## config.mk

```make
export PLATFORM = sky130hd
export DESIGN_NAME = apb_master_flat
export DESIGN_NICKNAME = d
export VERILOG_FILES = /design/src/rtl/apb_master_if.sv /design/src/rtl/apb_master.sv /design/src/flat_wrapper.sv
export SDC_FILE = /design/constraint.sdc
export NUM_CORES = 1
export LEC_CHECK = 0
export ABC_AREA = 1
export BUFFER_PORTS_ARGS = -buffer_cell sky130_fd_sc_hd__clkbuf_2
export CAP_MARGIN = 25
export CORE_MARGIN = 1
export CORE_UTILIZATION = 30
export CTS_CLUSTER_DIAMETER = 80
export CTS_CLUSTER_SIZE = 8
export DETAILED_ROUTE_END_ITERATION = 8
export PLACE_DENSITY_LB_ADDON = 0.2
export SYNTH_ARGS = -nofsm -noshare
export SYNTH_HDL_FRONTEND = slang
export SYNTH_SLANG_ARGS = --single-unit
export TNS_END_PERCENT = 5
```

## constraint.sdc

```tcl
create_clock -name i_pclk -period 11.9 [get_ports i_pclk]
set_input_delay 1.19 -clock i_pclk [delete_from_list [all_inputs] [get_ports i_pclk]]
set_output_delay 1.19 -clock i_pclk [all_outputs]
set_load 0.01 [all_outputs]
```

## src/rtl/apb_master_if.sv

```systemverilog
`default_nettype none
// ----------------------------------------------------------------------------
// apb_master_if : command, response and APB master bundle for apb_master
// Rev 1.0
// ----------------------------------------------------------------------------
interface apb_master_if #(
  parameter int DATA_WIDTH  = 32,
  parameter int ADDR_WIDTH  = 32,
  parameter int SLAVE_COUNT = 3
);
  logic                   i_cmd_valid;
  logic                   o_cmd_ready;
  logic [ADDR_WIDTH-1:0]  i_cmd_addr;
  logic                   i_cmd_write;
  logic [DATA_WIDTH-1:0]  i_cmd_wdata;

  logic                   o_rsp_valid;
  logic [DATA_WIDTH-1:0]  o_rsp_rdata;
  logic                   o_rsp_err;
  logic                   o_rsp_timeout;

  logic [ADDR_WIDTH-1:0]  o_paddr;
  logic                   o_pwrite;
  logic [SLAVE_COUNT-1:0] o_psel;
  logic                   o_penable;
  logic [DATA_WIDTH-1:0]  o_pwdata;
  logic [DATA_WIDTH-1:0]  i_prdata;
  logic                   i_pready;
  logic                   i_pslverr;

  modport master (
    input  i_cmd_valid, i_cmd_addr, i_cmd_write, i_cmd_wdata,
    input  i_prdata, i_pready, i_pslverr,
    output o_cmd_ready,
    output o_rsp_valid, o_rsp_rdata, o_rsp_err, o_rsp_timeout,
    output o_paddr, o_pwrite, o_psel, o_penable, o_pwdata
  );

  modport slave (
    output i_cmd_valid, i_cmd_addr, i_cmd_write, i_cmd_wdata,
    output i_prdata, i_pready, i_pslverr,
    input  o_cmd_ready,
    input  o_rsp_valid, o_rsp_rdata, o_rsp_err, o_rsp_timeout,
    input  o_paddr, o_pwrite, o_psel, o_penable, o_pwdata
  );
endinterface
`default_nettype wire

```

## src/rtl/apb_master.sv

```systemverilog
`default_nettype none
// ----------------------------------------------------------------------------
// apb_master : queued command stream to APB SETUP/ACCESS transfers
// Rev 1.0
// ----------------------------------------------------------------------------
module apb_master #(
  parameter int DATA_WIDTH  = 32,
  parameter int ADDR_WIDTH  = 32,
  parameter int SLAVE_COUNT = 3,
  parameter int FIFO_DEPTH  = 4,
  parameter int TIMEOUT     = 255
) (
  input  wire logic    i_pclk,
  input  wire logic    i_prstn,
  apb_master_if.master bus,
  output logic         o_busy
);
  localparam int SEL_BITS = (SLAVE_COUNT > 1) ? $clog2(SLAVE_COUNT) : 1;
  localparam int AW       = $clog2(FIFO_DEPTH);
  localparam int PTR_W    = AW + 1;
  localparam int CNT_W    = $clog2(TIMEOUT + 1);

  typedef enum logic [1:0] {
    S_IDLE   = 2'd0,
    S_SETUP  = 2'd1,
    S_ACCESS = 2'd2
  } state_t;

  state_t                 r_state;
  logic [ADDR_WIDTH-1:0]  r_fifo_addr  [FIFO_DEPTH];
  logic                   r_fifo_write [FIFO_DEPTH];
  logic [DATA_WIDTH-1:0]  r_fifo_wdata [FIFO_DEPTH];
  logic [PTR_W-1:0]       r_wr_ptr;
  logic [PTR_W-1:0]       r_rd_ptr;
  logic [CNT_W-1:0]       r_cnt;
  logic                   r_dec_pend;

  logic [ADDR_WIDTH-1:0]  r_paddr;
  logic                   r_pwrite;
  logic [SLAVE_COUNT-1:0] r_psel;
  logic                   r_penable;
  logic [DATA_WIDTH-1:0]  r_pwdata;
  logic                   r_rsp_valid;
  logic [DATA_WIDTH-1:0]  r_rsp_rdata;
  logic                   r_rsp_err;
  logic                   r_rsp_timeout;

  logic                   w_full;
  logic                   w_empty;
  logic                   w_push;
  logic                   w_pop;
  logic                   w_load;
  logic [ADDR_WIDTH-1:0]  w_head_addr;
  logic                   w_head_write;
  logic [DATA_WIDTH-1:0]  w_head_wdata;
  logic [SEL_BITS-1:0]    w_idx;
  logic                   w_idx_ok;
  logic [SLAVE_COUNT-1:0] w_psel;
  logic [CNT_W-1:0]       w_cnt_inc;

  assign w_full  = (r_wr_ptr[AW] != r_rd_ptr[AW]) && (r_wr_ptr[AW-1:0] == r_rd_ptr[AW-1:0]);
  assign w_empty = (r_wr_ptr == r_rd_ptr);
  assign w_push  = bus.i_cmd_valid && !w_full;

  assign w_head_addr  = r_fifo_addr[r_rd_ptr[AW-1:0]];
  assign w_head_write = r_fifo_write[r_rd_ptr[AW-1:0]];
  assign w_head_wdata = r_fifo_wdata[r_rd_ptr[AW-1:0]];

  assign w_idx     = w_head_addr[ADDR_WIDTH-1 -: SEL_BITS];
  assign w_idx_ok  = int'(w_idx) < SLAVE_COUNT;
  assign w_psel    = w_idx_ok ? (SLAVE_COUNT'(1) << w_idx) : '0;
  assign w_load    = !w_empty && w_idx_ok;
  assign w_cnt_inc = r_cnt + CNT_W'(1);

  // A decode-error head is only retired from IDLE so its response keeps order.
  assign w_pop = ((r_state == S_IDLE) && !w_empty) ||
                 ((r_state == S_ACCESS) && bus.i_pready && w_load);

  always_ff @(posedge i_pclk) begin
    if (w_push) begin
      r_fifo_addr[r_wr_ptr[AW-1:0]]  <= bus.i_cmd_addr;
      r_fifo_write[r_wr_ptr[AW-1:0]] <= bus.i_cmd_write;
      r_fifo_wdata[r_wr_ptr[AW-1:0]] <= bus.i_cmd_wdata;
    end
  end

  always_ff @(posedge i_pclk or posedge i_prstn) begin
    if (i_prstn) begin
      r_wr_ptr <= '0;
      r_rd_ptr <= '0;
    end else begin
      if (w_push) r_wr_ptr <= r_wr_ptr + PTR_W'(1);
      if (w_pop)  r_rd_ptr <= r_rd_ptr + PTR_W'(1);
    end
  end

  always_ff @(posedge i_pclk or posedge i_prstn) begin
    if (i_prstn) begin
      r_state       <= S_IDLE;
      r_cnt         <= '0;
      r_dec_pend    <= 1'b0;
      r_paddr       <= '0;
      r_pwrite      <= 1'b0;
      r_psel        <= '0;
      r_penable     <= 1'b0;
      r_pwdata      <= '0;
      r_rsp_valid   <= 1'b0;
      r_rsp_rdata   <= '0;
      r_rsp_err     <= 1'b0;
      r_rsp_timeout <= 1'b0;
    end else begin
      // Decode errors answer one cycle after their pop, matching SETUP timing.
      r_rsp_valid   <= r_dec_pend;
      r_rsp_err     <= r_dec_pend;
      r_rsp_timeout <= 1'b0;
      r_rsp_rdata   <= '0;
      r_dec_pend    <= 1'b0;
      case (r_state)
        S_IDLE: begin
          if (w_load) begin
            r_paddr   <= w_head_addr;
            r_pwrite  <= w_head_write;
            r_pwdata  <= w_head_wdata;
            r_psel    <= w_psel;
            r_penable <= 1'b0;
            r_state   <= S_SETUP;
          end else begin
            r_paddr    <= '0;
            r_pwrite   <= 1'b0;
            r_pwdata   <= '0;
            r_psel     <= '0;
            r_penable  <= 1'b0;
            r_dec_pend <= !w_empty;
          end
        end
        S_SETUP: begin
          r_penable <= 1'b1;
          r_cnt     <= '0;
          r_state   <= S_ACCESS;
        end
        S_ACCESS: begin
          if (bus.i_pready) begin
            r_rsp_valid <= 1'b1;
            r_rsp_err   <= bus.i_pslverr;
            r_rsp_rdata <= (!r_pwrite && !bus.i_pslverr) ? bus.i_prdata : '0;
            if (w_load) begin
              r_paddr   <= w_head_addr;
              r_pwrite  <= w_head_write;
              r_pwdata  <= w_head_wdata;
              r_psel    <= w_psel;
              r_penable <= 1'b0;
              r_state   <= S_SETUP;
            end else begin
              r_paddr   <= '0;
              r_pwrite  <= 1'b0;
              r_pwdata  <= '0;
              r_psel    <= '0;
              r_penable <= 1'b0;
              r_state   <= S_IDLE;
            end
          end else if (w_cnt_inc == CNT_W'(TIMEOUT)) begin
            r_rsp_valid   <= 1'b1;
            r_rsp_err     <= 1'b1;
            r_rsp_timeout <= 1'b1;
            r_paddr       <= '0;
            r_pwrite      <= 1'b0;
            r_pwdata      <= '0;
            r_psel        <= '0;
            r_penable     <= 1'b0;
            r_state       <= S_IDLE;
          end else begin
            r_cnt <= w_cnt_inc;
          end
        end
        default: begin
          r_psel    <= '0;
          r_penable <= 1'b0;
          r_state   <= S_IDLE;
        end
      endcase
    end
  end

  assign bus.o_cmd_ready   = !w_full;
  assign bus.o_paddr       = r_paddr;
  assign bus.o_pwrite      = r_pwrite;
  assign bus.o_psel        = r_psel;
  assign bus.o_penable     = r_penable;
  assign bus.o_pwdata      = r_pwdata;
  assign bus.o_rsp_valid   = r_rsp_valid;
  assign bus.o_rsp_rdata   = r_rsp_rdata;
  assign bus.o_rsp_err     = r_rsp_err;
  assign bus.o_rsp_timeout = r_rsp_timeout;
  assign o_busy            = (r_state != S_IDLE) || !w_empty;

endmodule
`default_nettype wire

```

## src/flat_wrapper.sv

```systemverilog
// flat-port wrapper written by rule: the top's interface ports become plain ports
module apb_master_flat 
#(
  parameter int DATA_WIDTH  = 32,
  parameter int ADDR_WIDTH  = 32,
  parameter int SLAVE_COUNT = 3,
  parameter int FIFO_DEPTH  = 4,
  parameter int TIMEOUT     = 255
)
  (i_pclk, i_prstn, o_busy, bus_i_cmd_valid, bus_i_cmd_addr, bus_i_cmd_write, bus_i_cmd_wdata, bus_i_prdata, bus_i_pready, bus_i_pslverr, bus_o_cmd_ready, bus_o_rsp_valid, bus_o_rsp_rdata, bus_o_rsp_err, bus_o_rsp_timeout, bus_o_paddr, bus_o_pwrite, bus_o_psel, bus_o_penable, bus_o_pwdata);
  apb_master_if #(.DATA_WIDTH(DATA_WIDTH), .ADDR_WIDTH(ADDR_WIDTH), .SLAVE_COUNT(SLAVE_COUNT)) bus_i ();
  input  wire logic i_pclk;
  input  wire logic i_prstn;
  output logic o_busy;
  input wire logic [$bits(bus_i.i_cmd_valid)-1:0] bus_i_cmd_valid;
  input wire logic [$bits(bus_i.i_cmd_addr)-1:0] bus_i_cmd_addr;
  input wire logic [$bits(bus_i.i_cmd_write)-1:0] bus_i_cmd_write;
  input wire logic [$bits(bus_i.i_cmd_wdata)-1:0] bus_i_cmd_wdata;
  input wire logic [$bits(bus_i.i_prdata)-1:0] bus_i_prdata;
  input wire logic [$bits(bus_i.i_pready)-1:0] bus_i_pready;
  input wire logic [$bits(bus_i.i_pslverr)-1:0] bus_i_pslverr;
  output wire logic [$bits(bus_i.o_cmd_ready)-1:0] bus_o_cmd_ready;
  output wire logic [$bits(bus_i.o_rsp_valid)-1:0] bus_o_rsp_valid;
  output wire logic [$bits(bus_i.o_rsp_rdata)-1:0] bus_o_rsp_rdata;
  output wire logic [$bits(bus_i.o_rsp_err)-1:0] bus_o_rsp_err;
  output wire logic [$bits(bus_i.o_rsp_timeout)-1:0] bus_o_rsp_timeout;
  output wire logic [$bits(bus_i.o_paddr)-1:0] bus_o_paddr;
  output wire logic [$bits(bus_i.o_pwrite)-1:0] bus_o_pwrite;
  output wire logic [$bits(bus_i.o_psel)-1:0] bus_o_psel;
  output wire logic [$bits(bus_i.o_penable)-1:0] bus_o_penable;
  output wire logic [$bits(bus_i.o_pwdata)-1:0] bus_o_pwdata;
  assign bus_i.i_cmd_valid = bus_i_cmd_valid;
  assign bus_i.i_cmd_addr = bus_i_cmd_addr;
  assign bus_i.i_cmd_write = bus_i_cmd_write;
  assign bus_i.i_cmd_wdata = bus_i_cmd_wdata;
  assign bus_i.i_prdata = bus_i_prdata;
  assign bus_i.i_pready = bus_i_pready;
  assign bus_i.i_pslverr = bus_i_pslverr;
  assign bus_o_cmd_ready = bus_i.o_cmd_ready;
  assign bus_o_rsp_valid = bus_i.o_rsp_valid;
  assign bus_o_rsp_rdata = bus_i.o_rsp_rdata;
  assign bus_o_rsp_err = bus_i.o_rsp_err;
  assign bus_o_rsp_timeout = bus_i.o_rsp_timeout;
  assign bus_o_paddr = bus_i.o_paddr;
  assign bus_o_pwrite = bus_i.o_pwrite;
  assign bus_o_psel = bus_i.o_psel;
  assign bus_o_penable = bus_i.o_penable;
  assign bus_o_pwdata = bus_i.o_pwdata;
  apb_master #(.DATA_WIDTH(DATA_WIDTH), .ADDR_WIDTH(ADDR_WIDTH), .SLAVE_COUNT(SLAVE_COUNT), .FIFO_DEPTH(FIFO_DEPTH), .TIMEOUT(TIMEOUT)) u_core (.i_pclk(i_pclk), .i_prstn(i_prstn), .bus(bus_i), .o_busy(o_busy));
endmodule
```

; ---- Yosys cells after proc, flatten, opt, wreduce, memory -nomap -nowiden
; Memories as Yosys holds them, arrays and structs flattened.
; Index checks and enable logic that the tools add are counted.
[op_classes]
reduce_logical = 21
add_sub_neg = 3
magnitude_cmp = 1
eq_ne = 10
shift = 1
bitwise_logic = 1
muxes = 41
[ops]
columns = op, count
row1 = $mux W32, 8
row2 = $pmux W32 S2, 2
row3 = $mux W1, 17
row4 = $mux W8, 2
row5 = $pmux W8 S2, 1
row6 = $mux W3, 4
row7 = $pmux W3 S3, 1
row8 = $add A8 B1 Y8 const B, 1
row9 = $eq A8 B8 Y1 const B, 1
row10 = $logic_and A1 B1 Y1, 7
row11 = $add A3 B1 Y3 const B, 2
row12 = $mux W2, 3
row13 = $pmux W2 S3, 1
row14 = $reduce_and A2 Y1, 3
row15 = $reduce_bool A2 Y1, 3
row16 = $logic_not A1 Y1, 4
row17 = $ne A2 B2 Y1 const B, 2
row18 = $pmux W1 S2, 2
row19 = $eq A3 B3 Y1, 1
row20 = $ne A3 B3 Y1 const B, 1
row21 = $reduce_and A3 Y1, 1
row22 = $shl A1 B2 Y3 const A, 1
row23 = $eq A2 B1 Y1 const B, 1
row24 = $eq A2 B2 Y1, 1
row25 = 7 further kinds, 8
[totals]
mem_bits_rw = 260
memories = 3
ff_bits = 121
elab_cells = 95
out_inout_bits = 106
[memory_table]
columns = memory, words, word_bits, read_ports, rd_ports_with_merged_regs, write_ports, line
row1 = u_core.r_fifo_addr, 4, 32, 1, 0, 1, apb_master.sv:30  ; logic [ADDR_WIDTH-1:0] r_fifo_addr [FIFO_DEPTH];
row2 = u_core.r_fifo_wdata, 4, 32, 1, 0, 1, apb_master.sv:32  ; logic [DATA_WIDTH-1:0] r_fifo_wdata [FIFO_DEPTH];
row3 = u_core.r_fifo_write, 4, 1, 1, 0, 1, apb_master.sv:31  ; logic r_fifo_write [FIFO_DEPTH];

; ---- Longest topological paths before layout
[logic_depth]
ltp_word = 6
mapped_depth = 14
mapped_depth_nobuf = 12

; ---- Worst setup path before layout
; Ideal clock, no wire load.
[synth_timing]
path_type = input -> register
start = input bus_i_cmd_valid
end = memory u_core.r_fifo_addr[3][0] (enable)
setup_time_ns = 0.491
required_time_ns = 11.409
n_path_buf = 0
slack_ns = 7.285
stages = 2
arrival_ns = 4.123
cell_sequence = nand2_1 > nor2_1
[synth_via]
elab_chain_cells = 3
[synth_rtl]
columns = item, line
row1 = from (decl), flat_wrapper.sv:15  ; input wire logic [$bits(bus_i.i_cmd_valid)-1:0] bus_i_cmd_valid;
row2 = $logic_and A1 B1 Y1, apb_master.sv:63  ; assign w_push = bus.i_cmd_valid && !w_full;
row3 = $mux W1, apb_master.sv:80  ; if (w_push) begin
row4 = $mux W1 (implied by the code), apb_master.sv:81  ; r_fifo_addr[r_wr_ptr[AW-1:0]] <= bus.i_cmd_addr;
row5 = to (decl), apb_master.sv:30
; Every way passes these cells.

; ---- Final worst setup path
[layout_timing]
start = register u_core.r_rd_ptr[0]
end = register u_core.r_rd_ptr[0]
[layout_via]
elab_chain_cells = 5
elab_cells_between_ends = 9
[layout_rtl]
columns = item, line
row1 = from (decl), apb_master.sv:34  ; logic [PTR_W-1:0] r_rd_ptr;
row2 = from (signal assigned), apb_master.sv:93  ; if (w_pop) r_rd_ptr <= r_rd_ptr + PTR_W'(1);
row3 = $mem_v2 Z4 W32 or $eq A3 B3 Y1 (tied branches), --
row4 = $lt A2 B2 Y1 or $logic_not A1 Y1 (tied branches), "apb_master.sv:70, apb_master.sv:72, apb_master.sv:76"
row5 = $logic_and A1 B1 Y1, apb_master.sv:72  ; assign w_load = !w_empty && w_idx_ok;
row6 = $logic_and A1 B1 Y1, apb_master.sv:77  ; ((r_state == S_ACCESS) && bus.i_pready && w_load);
row7 = $logic_or A1 B1 Y1, apb_master.sv:76  ; assign w_pop = ((r_state == S_IDLE) && !w_empty) ||
; Parallel ways exist; a longest one is shown, timed or not.
; A chain may end at the register's enable or synchronous reset.

==> results.py <==
metrics = {
    "run_status": {
        "outcome": "finished clean",
    },
    "worst_setup_path": {
        "start_kind": "register",
        "reg2regPathDepth": 12,
        "worstPathCellList": "buf_4, inv_4, nor2_1, nor2_1, o21ai_1, nand2_1, nand2_1, nand2_4, o21ai_1, inv_1, nand2_1, nand2_1",
        "startpoint": "u_core.r_rd_ptr[0]",
        "crit_family": "buffers and inverters",
        "r2r_slack_ns": 7.82,
        "worstSetupPathType": "register to register",
        "reg2reg_to": "u_core.r_rd_ptr[0]",
        "cp.required_ns": 12.36,
        "cp_slowest_cell": "buf_4",
        "worstPathMaxFanout": 92,
        "worstPathArrival_ns": 4.55,
        "worstSetupEndpointType": "register",
        "reg2reg_from": "u_core.r_rd_ptr[0]",
        "worst_path_most_repeated_cell": "nand2_1",
        "crit_buf_inv": 3,
        "slowest_delay_ns": 0.86,
    },
    "yosys": {
        "syn_area_per_cell_um2": 11.4,
        "synthDistinctLibCells": 29,
        "syn_inst": 1315,
        "yosysTopAreaCell": "edfxtp_1",
        "syn_area_um2": 15000,
        "synth_seq_cells": 381,
        "synth_seq_area_share": 0.722,
        "synth_top_area_frac": 0.520,
        "ys_top_cells_by_area": "edfxtp_1 (52%), dfrtp_1 (20%), nand2_1 (6.8%), nor2_1 (6.2%), o21ai_0 (3.4%)",
        "synth.net_count": 1424,
        "ys_warn_count": 0,
    },
    "global_routing": {
        "antenna_found_initial": 11,
        "grt_pass1_vias": 9942,
        "grt_pass1_wl_um": 59600,
        "grt_overflow": 0,
        "grt_usage": 0.155,
        "grt_max_degree": 93,
    },
    "layout": {
        "nets": 1619,
        "syn2layout_area_growth_pct": 21.4,
        "instances_no_fill": 2219,
        "final_core_util": 0.370,
        "fillers": 4792,
        "postLayoutCellArea_um2": 18200,
        "drive_gt1_frac": 0.191,
    },
    "floorplan": {
        "coreArea_um2": 49200,
        "dieArea_um2": 50900,
        "die_w_um": 226,
        "ios": 208,
        "die_y_um": 226,
        "initial_core_util": 0.305,
        "rows": 81,
    },
    "timing": {
        "min_period_ns": 4.08,
        "hold_violations": 0,
        "min_period_over_period": 0.343,
        "finalSetupTns_ns": 0,
        "tightest_slew_ns": 0.994,
        "final-setup-viol-count": 0,
        "max_slew_margin": 0.338,
        "slew_violations": 0,
        "clock.fmax_mhz": 245,
        "skew_ns": 0.0151,
        "rsz0062_at_grt": "false",
    },
    "routing": {
        "wl_per_cell_um": 17.8,
        "antenna_left": 0,
        "drtPass1Iterations": 4,
        "drt-vias-per-instance": 4.56,
        "num_vias": 10119,
        "drcViolationCount": 0,
        "drt_wl_total_um": 39500,
        "drtIter0Drc": 562,
    },
    "hold_path": {
        "hold_path_startpoint": "u_core.bus.o_paddr[15]",
        "hp-class": "register to register",
        "worst_hold_path.endpoint": "u_core.bus.o_paddr[15]",
        "hold_path_depth": 2,
    },
    "clock_tree": {
        "cts_buffers": 53,
        "cts_root_buffer": "clkbuf_16",
        "clock_latency_ns": 0.59,
        "htreeDepth": 2,
        "cts_resized": 0,
        "cts_tree": "yes",
        "cts_buffer_depth": 3,
        "cts-hold-fix-buffers": 0,
        "cts_setup_buffers": 0,
        "path_clk_slew_ns": 0.05,
        "clkSinkCount": 381,
    },
    "placed_design": {
        "place_congestion": 0.746,
        "hpwl_um": 22100,
        "placed_area_um2": 16600,
        "placed_cells": 2119,
        "io_buffer_count": 207,
    },
    "flow_run": {
        "cap_violations": 0,
    },
    "pwr": {
        "switchingPower_mw": 1.83,
        "swShare": 0.370,
        "power_density_nw_per_um2": 272,
        "comb_power_share": 0.330,
        "leakagePower_nw": 7.47,
        "clock_power_share": 0.283,
        "p_int_mw": 3.12,
        "p_seq_frac": 0.388,
        "peakVddDrop_v": 0.000187,
    },
}
## worst max-delay path by stage
stage                                          end  slack, ns  cells after the start
final                           u_core.r_rd_ptr[0]       7.82                     12
after global routing            u_core.r_rd_ptr[0]       7.33                     12
after CTS                       u_core.r_rd_ptr[0]       7.71                     12
after detailed placement        u_core.r_rd_ptr[0]       7.72                     12
after global placement          u_core.r_rd_ptr[0]       7.76                     12
after floorplan           u_core.r_fifo_addr[3][0]       7.29                      2
## power by group through the flow
stage / Sequential [mW] / Clock [mW] / Combinational [mW]
after global placement: 1.94 / 0 / 1.67
after floorplan: 1.96 / 0 / 1.12
after detailed placement: 1.95 / 0 / 1.68
after global routing: 1.95 / 1.49 / 1.86
final: 1.92 / 1.40 / 1.63
after CTS: 1.93 / 1.44 / 1.69
## state kept, by name (all words and copies together), names as in the netlist
register,cells
u_core.r_fifo_addr,128
u_core.r_fifo_wdata,128
u_core.r_wr_ptr,3
u_core.r_fifo_write,4
u_core.bus.o_rsp_timeout,1
u_core.bus.o_paddr,32
u_core.bus.o_rsp_valid,1
u_core.bus.o_pwrite,1
u_core.r_rd_ptr,3
u_core.r_cnt,8
u_core.bus.o_pwdata,32
u_core.bus.o_penable,1
u_core.bus.o_psel,3
u_core.r_dec_pend,1
u_core.bus.o_rsp_rdata,32
u_core.bus.o_rsp_err,1
u_core.r_state,2
## placed cells by master, fill, tap and decap left out, drive strengths merged
cell and n:
nand4 2, o21ai 139, a21oi 2, o211ai 1
nor3 1, dfrtp 121, clkbuf 300, xnor2 3
nand3b 1, inv 27, nor2 248, buf 15
o21bai 2, or2 1, edfxtp 260, o22ai 63
nand2 272, xor2 3, clkinv 2, diode 5
ha 7, o21a 1, nand3 79
## kinds of logic (layout without fill, tap and decap cells)
| family | count (synthesis) | after routing | synth area share |
|---|---|---|---|
| and+or+nand+nor | 604 | 604 | 0.160 |
| DFF | 381 | 381 | 0.722 |
| AOI/OAI and AO/OA | 208 | 208 | 0.0753 |
| buffers and inverters | 109 | 344 | 0.0335 |
| adders and majority gates | 7 | 7 | 0.00584 |
| xor gates and xnor gates | 6 | 6 | 0.00350 |
| other | 0 | 5 | 0 |
## worst reg2reg max path: cells and delay by family (launching register included)
| family | cells | cell delay, ns |
|---|---|---|
| compound gates | 2 | 0.66 |
| buf+inv | 3 | 1.53 |
| flops | 1 | 0.71 |
| simple gates | 7 | 1.09 |
## cell usage after synthesis
master      n
nand3_4     1
o21ai_0   101
buf_4       7
nand2_2     1
or2_2       1
ha_1        7
o21ai_1    38
clkinv_1    1
buf_1       4
inv_2       3
xor2_1      3
nand4_1     2
o22ai_1    63
buf_6       6
edfxtp_1  260
nand2_1   271
clkbuf_1   47
dfrtp_1   121
xnor2_1     3
inv_1      23
buf_2      18
nor2_1    248
a21oi_1     2
o21a_1      1
nor3_1      1
nand3_1    78
o21bai_1    2
nand3b_1    1
o211ai_1    1
## metal layers
metal  wire, um  track usage
met3       2440       0.0388
met2      18600        0.257
met5         59            0
met4        856       0.0522
met1      17600        0.196
## final cells by class
type	count	area, um2	share of cell area
flip-flops and latches	381	10800	0.595
multi-input cells	825	3710	0.204
clock buffers	93	1510	0.0828
repair buffers	222	1160	0.0635
well taps	664	831	0.0456
inverters	27	109	0.00598
clock inverters	2	38.8	0.00213
diodes	5	12.5	0.000687
## stage by stage
step | total power [mW] | hold WS [ns] | setup slack [ns]
floorplan | 3.08 | 0.421 | 7.29
finish | 4.95 | 0.467 | 7.82
CTS | 5.05 | 0.472 | 7.71
global placement | 3.61 | 0.455 | 7.76
global route | 5.30 | 0.482 | 7.33
detailed placement | 3.63 | 0.458 | 7.72
Note: power is estimated with default switching activity, not from simulation.
